**config.mk**
```make
export PLATFORM = sky130hd
export DESIGN_NAME = seq_1010_tx
export DESIGN_NICKNAME = d
export VERILOG_FILES = /design/src/rtl/seq_1010_tx.sv
export SDC_FILE = /design/constraint.sdc
export NUM_CORES = 1
export LEC_CHECK = 0
export ABC_AREA = 1
export BUFFER_PORTS_ARGS = -buffer_cell sky130_fd_sc_hd__buf_2
export CAP_MARGIN = 20
export CORE_MARGIN = 4
export CORE_UTILIZATION = 50
export DETAILED_ROUTE_END_ITERATION = 12
export PLACE_DENSITY_LB_ADDON = 0.12
export SYNTH_ARGS = -nofsm -noshare
export SYNTH_HDL_FRONTEND = slang
export SYNTH_SLANG_ARGS = --single-unit
export TNS_END_PERCENT = 50
```
**constraint.sdc**
```tcl
create_clock -name clk -period 1.6 [get_ports clk]
set_clock_uncertainty 0.2 [all_clocks]
set_input_delay 0.24 -clock clk [delete_from_list [all_inputs] [get_ports clk]]
set_output_delay 0.24 -clock clk [all_outputs]
set_load 0.01 [all_outputs]
```
**src/rtl/seq_1010_tx.sv**
```systemverilog
// rtl/seq_1010_tx.sv - framed serial transmitter: 1010 marker then bit-stuffed payload
//
// Purpose: accepts a DATA_W-bit payload over valid/ready and sends it as a frame:
// the 1010 sync marker, then the payload MSB-first.
// A 1 is stuffed after every 1,0,1 seen in the payload region, so a
// non-overlapping 1010 detector on the line fires only on the marker.
//
// Ports:
//   clk         clock, all logic on posedge
//   rst         synchronous active-high reset (lands in GAP)
//   data_in     payload word, sampled on accept
//   valid_in    payload available (only looked at in IDLE)
//   ready_out   high only in IDLE
//   x_out       serial line bit, 0 whenever x_en is 0
//   x_en        high for marker, payload and stuffed bits
//   frame_done  one-cycle pulse on the first GAP cycle after a frame
//   stuff_cnt   stuffed bits in the current or last frame
module seq_1010_tx #(
  parameter int DATA_W   = 8,
  parameter int IDLE_GAP = 2
) (
  input  logic                          clk,
  input  logic                          rst,
  input  logic [DATA_W-1:0]             data_in,
  input  logic                          valid_in,
  output logic                          ready_out,
  output logic                          x_out,
  output logic                          x_en,
  output logic                          frame_done,
  output logic [$clog2(DATA_W+1)-1:0]   stuff_cnt
);

  localparam int CW = $clog2(DATA_W + 1);
  localparam int GW = $clog2(IDLE_GAP);

  typedef enum logic [2:0] {IDLE, PRE, DATA, STUFF, GAP} state_t;

  state_t            state;
  logic [DATA_W-1:0] shreg;    // remaining payload, MSB is the next bit out
  logic [CW-1:0]     dcnt;     // payload bits already emitted
  logic [2:0]        hist;     // last three bits emitted in the payload region
  logic [1:0]        pre_cnt;  // index of the marker bit currently on the line
  logic [GW-1:0]     gap_cnt;  // GAP cycles already completed

  // Every state register holds what is on the line in the current cycle, so
  // each edge decides the next bit from the bit just emitted (hist includes it).
  always_ff @(posedge clk) begin
    if (rst) begin
      state      <= GAP;
      gap_cnt    <= '0;
      x_out      <= 1'b0;
      x_en       <= 1'b0;
      ready_out  <= 1'b0;
      frame_done <= 1'b0;
      stuff_cnt  <= '0;
      shreg      <= '0;
      hist       <= '0;
      pre_cnt    <= '0;
      dcnt       <= '0;
    end else begin
      frame_done <= 1'b0;
      case (state)
        IDLE: begin
          if (valid_in) begin
            shreg     <= data_in;
            hist      <= '0;
            stuff_cnt <= '0;
            pre_cnt   <= '0;
            state     <= PRE;
            x_out     <= 1'b1;
            x_en      <= 1'b1;
            ready_out <= 1'b0;
          end
        end
        PRE: begin
          if (pre_cnt == 2'd3) begin
            state <= DATA;
            x_out <= shreg[DATA_W-1];
            hist  <= {hist[1:0], shreg[DATA_W-1]};
            shreg <= shreg << 1;
            dcnt  <= CW'(1);
          end else begin
            pre_cnt <= pre_cnt + 2'd1;
            // marker is 1,0,1,0: bit k+1 is 1 exactly when k is odd
            x_out   <= pre_cnt[0];
          end
        end
        DATA, STUFF: begin
          if (hist == 3'b101) begin
            // stuffed 1 breaks the 1010 pattern; payload does not advance
            state     <= STUFF;
            x_out     <= 1'b1;
            hist      <= {hist[1:0], 1'b1};
            stuff_cnt <= stuff_cnt + CW'(1);
          end else if (dcnt != CW'(DATA_W)) begin
            state <= DATA;
            x_out <= shreg[DATA_W-1];
            hist  <= {hist[1:0], shreg[DATA_W-1]};
            shreg <= shreg << 1;
            dcnt  <= dcnt + CW'(1);
          end else begin
            state      <= GAP;
            gap_cnt    <= '0;
            x_out      <= 1'b0;
            x_en       <= 1'b0;
            frame_done <= 1'b1;
          end
        end
        GAP: begin
          if (gap_cnt == GW'(IDLE_GAP - 1)) begin
            state     <= IDLE;
            ready_out <= 1'b1;
          end else begin
            gap_cnt <= gap_cnt + GW'(1);
          end
        end
        default: state <= GAP;
      endcase
    end
  end

endmodule

```
# After elaboration in Yosys (flattened, before gate mapping)
# Cells that the tools add are included.
dict set report word_totals {
  regBits 29
  input_bits 11
  wordCells 91
}
dict set report classes {
  n_addsub 4
  eq_ne 16
  muxes 40
  bitwise 1
  n_reduce_logical 19
}
# operator n
set op_table {}
lappend op_table {{2-to-1 mux 8 bit} 4}
lappend op_table {{2-to-1 mux 3 bit} 9}
lappend op_table {{case mux 8 bit (3 select lines)} 1}
lappend op_table {{2-to-1 mux 4 bit} 5}
lappend op_table {{inequality test 2 bit, second input constant} 8}
lappend op_table {{case mux 4 bit (2 select lines)} 2}
lappend op_table {{AND reduction 3 bit} 5}
lappend op_table {{case mux 3 bit (4 select lines)} 1}
lappend op_table {{AND reduction 4 bit} 3}
lappend op_table {{2-to-1 mux 1 bit} 10}
lappend op_table {{nonzero test 2 bit} 5}
lappend op_table {{case mux 3 bit (3 select lines)} 1}
lappend op_table {{adder 4 x 1 -> 4 bit, second input constant} 2}
lappend op_table {{equality test 3 x 2 -> 1 bit, second input constant} 2}
lappend op_table {{equality test 3 bit, second input constant} 2}
lappend op_table {{case mux 1 bit (2 select lines)} 3}
lappend op_table {{AND reduction 5 bit} 1}
lappend op_table {{2-to-1 mux 2 bit} 2}
lappend op_table {{inequality test 4 bit, second input constant} 1}
lappend op_table {{case mux 2 bit (2 select lines)} 1}
lappend op_table {{equality test 3 x 1 -> 1 bit, second input constant} 1}
lappend op_table {{logical NOT 3 bit} 1}
lappend op_table {{inequality test 3 bit, second input constant} 1}
lappend op_table {{case mux 1 bit (3 select lines)} 1}
lappend op_table {{8 further kinds} 8}

# Depth between registers and ports, before layout
# Gate-level depths: netlist of the first run.
dict set report depth {
  depth_word 4
  mapped_depth 10
  mapped_depth_nobuf 10
}

# Worst setup path after synthesis of the first run
# OpenSTA, ideal clock, no wires.
dict set report synth_path {
  path_type {register to register}
  from {reg dcnt[0]}
  to {reg shreg[6]}
  arrival_time_ns 1.262
  required_time_ns 1.287
  setup_slack_ns 0.025
  stages_incl_launch_ff 10
  synth_period_minus_slack_ns 1.575
  cell_sequence {dfxtp_1 > inv_1 > ha_1 > nand2_1 > nor2_1 > nand2_1 > nand4_4 > buf_6 > nor2_1 > nor2_1}
}
dict set report synth_via {
  elab_chain_len 3
}
# element line_no
set synth_lines {}
lappend synth_lines {{start, declared} 40} ;# logic [CW-1:0] dcnt;
lappend synth_lines {{start signal, assigned} 100} ;# dcnt <= dcnt + CW'(1);
lappend synth_lines {{inequality test 4 bit} 95} ;# end else if (dcnt != CW'(DATA_W)) begin
lappend synth_lines {{inequality test 2 bit (no line)} n/a}
lappend synth_lines {{AND reduction 5 bit (no line)} n/a}
lappend synth_lines {{end signal, assigned} 65} ;# shreg <= data_in;
lappend synth_lines {{end signal, assigned} 80} ;# shreg <= shreg << 1;
lappend synth_lines {{end signal, assigned} 99} ;# shreg <= shreg << 1;
lappend synth_lines {{end, declared} 39} ;# logic [DATA_W-1:0] shreg;
# No other way between the ends.
# A chain may end at the register's enable or synchronous reset.

# Worst setup path in the final report of the first run
dict set report layout_path {
  from {reg dcnt[0]}
  to {reg gap_cnt}
}
dict set report layout_via {
  elab_chain_len 3
}
# element line_no
set layout_lines {}
lappend layout_lines {{inequality test 4 bit} 95}
lappend layout_lines {{inequality test 2 bit (no line)} n/a}
lappend layout_lines {{AND reduction 3 bit (no line)} n/a}
lappend layout_lines {{end signal, assigned} 114} ;# gap_cnt <= gap_cnt + GW'(1);
lappend layout_lines {{end, declared} 43} ;# logic [GW-1:0] gap_cnt;
# No other way between the ends.

==> results.py, run 1 <==
metrics = {
    "final_layout": {
        "area_delta_synth_final_pct": 28.31,
        "drive_gt1_frac": 0.2768,
        "antenna_cells": 0,
        "fin_util": 0.6855,
        "fillers": 237,
        "layout.nets": 285,
        "instances_no_fill": 302,
    },
    "critical_path": {
        "r2r-start": "dcnt[0]$_SDFFE_PP0P_",
        "startpoint_type": "register",
        "end_kind": "register",
        "required_ps": 1630,
        "arrival_ps": 1580,
        "path_class": "reg2reg",
        "r2r_end": "gap_cnt$_SDFFE_PP0P_",
        "reg2reg_slack_ps": 50,
        "crit_fanout": 4,
        "r2r_cells": 8,
    },
    "cts": {
        "cts_buffer_depth": 2,
        "postCtsHoldBufs": 0,
        "cts_buffers": 5,
        "clock_sinks": 29,
        "clk_latency_ps": 330,
        "htreeDepth": 2,
        "clockRootBuffer": "clkbuf_4",
        "cts_tree": "done",
        "post_cts_buffers": 0,
        "clkTransAtPathRegs_ps": 90,
    },
    "pwr": {
        "switching_share": 0.3247,
        "clkPwrFrac": 0.283,
        "power_switching_w": 0.0005932,
        "p_seq_frac": 0.464,
        "p_leak_nw": 0.9856,
        "finalPower_w": 0.001827,
        "power.density_nw_per_um2": 941.8,
        "cellInternalPower_w": 0.001233,
        "combPwrFrac": 0.252,
        "ir_drop_uv": 682.4,
    },
    "sta": {
        "period_needed_ps": 1549,
        "relSlewSlack": 0.7632,
        "layout_setup_ws_ps": 51.25,
        "rsz0062_at_grt": "true",
        "slew_viol_final": 0,
        "hold_violations": 0,
        "fin_crit_sh": 0.9680,
        "worst_pin_slew_ps": 354.8,
        "setup_viol": 0,
        "max_freq_ghz": 0.6457,
    },
    "worst_hold_path": {
        "whs_path_depth": 3,
        "hp-start": "valid_in",
        "hold_path.class": "in2reg",
        "holdPathEnd": "x_en$_SDFFE_PP0P_",
    },
    "drt": {
        "vias_per_cell": 4.950,
        "route.detailed.drc": 0,
        "maxUsedRoutingLayer": "met4",
        "postRouteAntennaNets": 0,
        "detail_route.wl_per_cell_um": 11.56,
        "routed_wirelength_mm": 3.490,
        "first_pass_iters": 5,
        "drt_iter0_markers": 66,
        "wl_met1_mm": 1.674,
        "vias": 1495,
        "dr_wl_met2_mm": 1.608,
        "met3WireLength_um": 133,
    },
    "synth": {
        "synth_edf_count": 0,
        "synth_ff_type": "dfxtp_1",
        "syn-cell-area_sq_um": 1511,
        "ys_types": 25,
        "postSynthAreaPerCell_sq_um": 6.572,
        "syn_nets": 245,
        "yosysSeqAreaShare": 0.3841,
        "yosysTopAreaCellShare": 0.3841,
        "synth_warnings": 0,
        "yosysTopAreaCell": "dfxtp_1",
        "synthCells": 230,
        "synth_area_leaders": "dfxtp_1 (38%), nand2_1 (17%), nor2_1 (9.4%)",
        "ys_seq_elements": 29,
        "yosys.cell_count.top_type": "nand2_1",
        "async_reset_ff_frac": 0,
        "synth_common_cells": "nand2_1 (68), nor2_1 (38), dfxtp_1 (29), inv_1 (29), a21oi_1 (14)",
    },
    "global_route": {
        "grt_pass1_vias": 1320,
        "antenna_found_initial": 0,
        "grt_overflow": 0,
        "grt_max_degree": 15,
        "grt_pass1_wl_mm": 5.809,
        "grt_usage": 0.1851,
    },
    "placement": {
        "gp_congestion": 0.7528,
        "dp_hpwl_mm": 2.336,
        "post-place-ws_ps": -8.231,
        "dp.cells": 292,
        "portBuffers": 18,
    },
    "floorplan": {
        "die_h_um": 62.98,
        "die_w_um": 62.98,
        "io-pin-count": 19,
        "die_area_sq_um": 3966,
        "num_rows": 19,
        "start_util": 0.5343,
        "core_area_sq_um": 2829,
    },
    "job": {
        "cap_violations": 0,
    },
    "outcome": {
        "status": "complete, no violations",
    },
}
worst max-delay path, stage by stage (launching register included):
cell     delay (ps)
dfxtp_2         330
inv_1            70
ha_2            190
nand2_2          70
nor2_4          130
nand3_2         130
buf_4           170
a21oi_1         120
nor2_1           50
through the flow:
step	area [sq um]	hold slack (ps)	TNS, ps
floorplan	1511	109.1	0
global placement	1757	251.7	0
detailed placement	1757	253.3	-8.231
CTS	1861	13.71	-13.99
global route	1939	25.46	-128.9
finish	1939	19.94	0
cell usage in the layout, fill, tap and decap left out, types with 2 or more instances in the layout:
| master | Yosys | routed |
|---|---|---|
| nand2_1 | 68 | 64 |
| nor2_1 | 38 | 33 |
| inv_1 | 29 | 26 |
| dfxtp_1 | 29 | 24 |
| buf_2 | 1 | 18 |
| buf_4 | 0 | 16 |
| a21oi_1 | 14 | 14 |
| nand3_1 | 12 | 9 |
| o21ai_0 | 8 | 7 |
| o21ai_1 | 5 | 6 |
| clkbuf_4 | 0 | 5 |
| dfxtp_2 | 0 | 5 |
| inv_2 | 3 | 4 |
| nand2_2 | 1 | 4 |
| nand3_2 | 1 | 4 |
| nor2_2 | 0 | 3 |
| nand2_4 | 2 | 3 |
| nand4_1 | 3 | 3 |
| ha_1 | 4 | 3 |
| inv_4 | 0 | 2 |
| nor2_4 | 0 | 2 |
| xor2_1 | 2 | 2 |
| nand4_4 | 1 | 2 |
| clkbuf_8 | 0 | 2 |
metal layers:
metal,vias to the layer above,GRT usage
met5,-,0
met4,0,0.06887
met3,8,0.06115
met2,24,0.2833
met1,657,0.2396
li1,806,-
worst max-delay path by stage:
stage	slack, ps	endpoint	startpoint
floorplan	30	shreg[6]$_SDFFE_PP0P_	dcnt[0]$_SDFFE_PP0P_
global placement	30	shreg[6]$_SDFFE_PP0P_	dcnt[0]$_SDFFE_PP0P_
detailed placement	-8	shreg[7]$_SDFFE_PP0P_	dcnt[0]$_SDFFE_PP0P_
CTS	-10	shreg[7]$_SDFFE_PP0P_	state[1]$_SDFFE_PP0P_
global route	-50	gap_cnt$_SDFFE_PP0P_	dcnt[0]$_SDFFE_PP0P_
finish	50	gap_cnt$_SDFFE_PP0P_	dcnt[0]$_SDFFE_PP0P_
sequential cells by signal (all words and copies together) (netlist names):
name / flops
shreg: 8
dcnt: 4
stuff_cnt: 4
hist: 3
state: 3
pre_cnt: 2
frame_done: 1
gap_cnt: 1
ready_out: 1
x_en: 1
x_out: 1
final cells by class:
cell class | count | area [sq um] | area share
Clock inverter | 1 | 5.005 | 0.002581
Clock buffer | 7 | 65.06 | 0.03355
Sequential cell | 29 | 586.8 | 0.3026
Multi-Input combinational cell | 167 | 888.4 | 0.4581
Tap cell | 31 | 38.79 | 0.02000
Timing Repair Buffer | 35 | 230.2 | 0.1187
Inverter | 32 | 125.1 | 0.06452
logic make-up (layout without fill, tap and decap cells):
logic type / after synthesis / in the layout / share of synthesized area
AND/OR/NAND/NOR: 126 / 128 / 0.3551
AO/OA/AOI/OAI: 32 / 32 / 0.1151
flip-flops: 29 / 29 / 0.3841
XOR/XNOR: 3 / 3 / 0.01739
adder cells (fa/ha/maj): 4 / 4 / 0.03311
buffers and inverters: 36 / 75 / 0.09519
power by group through the flow:
stage	Combinational, W	Clock, W	Sequential [W]
4_1_cts	0.000437	0.000533	0.000837
5_1_grt	0.000530	0.000578	0.000859
3_5_place_dp	0.000419	0	0.000854
3_3_place_gp	0.000419	0	0.000852
2_1_floorplan	0.000294	0	0.000859
6_report	0.000461	0.000518	0.000848
repair_timing:
| action | 4_1_cts | 5_1_grt |
|---|---|---|
| gates cloned | 1 | 1 |
| pin swaps | 1 | 6 |
| resized for setup | 4 | 26 |
| setup endpoints to repair | 4 | 23 |
Note: power is estimated with default switching activity, not from simulation.
==> run 2, diff against run 1 <==
RECOVER_POWER = 50   (was not set)
==> results.py, run 2 (same netlist as run 1, synthesis figures left out) <==
metrics = {
    "outcome": {
        "status": "complete, no violations",
    },
    "critical_path": {
        "cp_num_buf_inv": 2,
        "crit_fanout": 4,
        "arrival_ps": 1580,
        "startpoint_type": "register",
        "end_kind": "register",
        "crit_chain": "inv_1 > ha_2 > nand2_2 > nor2_4 > nand3_2 > buf_4 > a21oi_1 > nor2_1",
        "crit_slowest_cell": "dfxtp_2",
        "path_delay_family": "simple AND/OR/NAND/NOR gates",
        "slowest_delay_ps": 330,
        "path_class": "reg2reg",
        "required_ps": 1630,
    },
    "floorplan": {
        "start_util": 0.5343,
        "die_area_sq_um": 3966,
        "die_w_um": 62.98,
        "core_area_sq_um": 2829,
        "die_h_um": 62.98,
        "num_rows": 19,
        "io-pin-count": 19,
    },
    "global_route": {
        "grt_pass1_vias": 1320,
        "grt_usage": 0.1851,
        "grt_pass1_wl_mm": 5.809,
        "antenna_found_initial": 0,
        "grt_max_degree": 15,
        "grt_overflow": 0,
    },
    "cts": {
        "clock_sinks": 29,
        "htreeDepth": 2,
        "post_cts_buffers": 0,
        "cts_tree": "done",
        "cts_buffers": 5,
        "cts_buffer_depth": 2,
        "clk_latency_ps": 330,
        "postCtsHoldBufs": 0,
        "clkTransAtPathRegs_ps": 90,
        "clockRootBuffer": "clkbuf_4",
    },
    "worst_hold_path": {
        "hold_path.class": "in2reg",
    },
    "final_layout": {
        "final_common_cell": "nand2_1",
        "biggestRegsByFlops": "shreg (8), dcnt (4), stuff_cnt (4)",
        "regArea_sq_um": 586.8,
        "regMostFlops": "shreg",
        "area_delta_synth_final_pct": 28.23,
        "drive_gt1_frac": 0.2731,
        "antenna_cells": 0,
        "multi_input_area_sq_um": 888.4,
        "largest_register_ffs": 8,
        "final_cell_mix": "nand2_1 (64), nor2_1 (33), inv_1 (26), dfxtp_1 (24), buf_2 (17)",
        "fillers": 238,
        "layout.nets": 285,
    },
    "pwr": {
        "p_leak_nw": 0.9812,
        "ir_drop_uv": 682.4,
        "finalPower_w": 0.001827,
        "power.density_nw_per_um2": 942.4,
    },
    "drt": {
        "vias_per_cell": 4.950,
        "wl_met1_mm": 1.675,
        "drt_iter0_markers": 66,
        "dr_wl_met2_mm": 1.608,
        "vias": 1495,
        "first_pass_iters": 5,
        "route.detailed.drc": 0,
        "maxUsedRoutingLayer": "met4",
        "postRouteAntennaNets": 0,
        "met3WireLength_um": 134,
        "routed_wirelength_mm": 3.491,
        "detail_route.wl_per_cell_um": 11.56,
    },
    "job": {
        "cap_violations": 0,
    },
    "sta": {
        "tns_ps": 0,
        "setup_viol": 0,
        "period_needed_ps": 1549,
        "max_freq_ghz": 0.6457,
        "relSlewSlack": 0.7632,
        "rsz0062_at_grt": "true",
        "worst_pin_slew_ps": 354.8,
        "slew_viol_final": 0,
        "hold_violations": 0,
        "fin_crit_sh": 0.9680,
        "hold_ws_ps": 19.94,
    },
    "placement": {
        "dp_hpwl_mm": 2.336,
        "portBuffers": 18,
        "gp_congestion": 0.7528,
    },
}
run 2: cell count changes in the layout (fill, tap and decap cells not counted):
cell / change
buf_2: -1
clkbuf_1: +1
run 2: power breakdown:
group / total [W] / internal, W / leakage, nW / switching (W)
Sequential: 0.000848 / 0.000801 / 0.239 / 0.0000473
Clock: 0.000518 / 0.000254 / 0.0413 / 0.000264
Combinational: 0.000461 / 0.000178 / 0.701 / 0.000282
run 2: worst paths after layout:
kind / start / endpoint / slack (ps) / cells after the start
worst min-delay path: valid_in / x_en$_SDFFE_PP0P_ / 20 / 3
worst max-delay path: dcnt[0]$_SDFFE_PP0P_ / gap_cnt$_SDFFE_PP0P_ / 50 / 8
worst max register to register: dcnt[0]$_SDFFE_PP0P_ / gap_cnt$_SDFFE_PP0P_ / 50 / 8
worst min register to register: ready_out$_SDFFE_PP0P_ / ready_out$_SDFFE_PP0P_ / 260 / 2
run 2: final cells by class:
class                           count  share of cell area
Multi-Input combinational cell    167              0.4584
Sequential cell                    29              0.3028
Timing Repair Buffer               35              0.1181
Inverter                           32             0.06456
Clock buffer                        7             0.03357
Tap cell                           31             0.02001
Clock inverter                      1            0.002582
run 2: through the flow:
step / utilization / cell area (sq um) / setup slack [ps] / std cells
after detailed placement: 0.6210 / 1757 / -8.231 / 292
after global placement: 0.6210 / 1757 / 25.07 / 292
final: 0.6851 / 1938 / 51.25 / 302
after CTS: 0.6577 / 1861 / -13.99 / 301
after floorplan: - / 1511 / 25.41 / 230
after global routing: 0.6851 / 1938 / -49.93 / 302
run 2: routing by layer:
layer  GRT usage  vias to the layer above
met5           0                        -
met4     0.06887                        0
li1            -                      806
met1      0.2396                      657
met3     0.06115                        8
met2      0.2833                       24
run 2: worst min-delay path: cells and delay by family:
family / cells / cell delay, ps
compound gates: 1 / 70
buf+inv: 1 / 100
simple gates: 1 / 100
run 2: what timing repair did:
action / CTS / global route
pin swaps: 1 / 6
gates cloned: 1 / 1
gates resized for setup: 4 / 26
setup endpoints to repair: 4 / 23
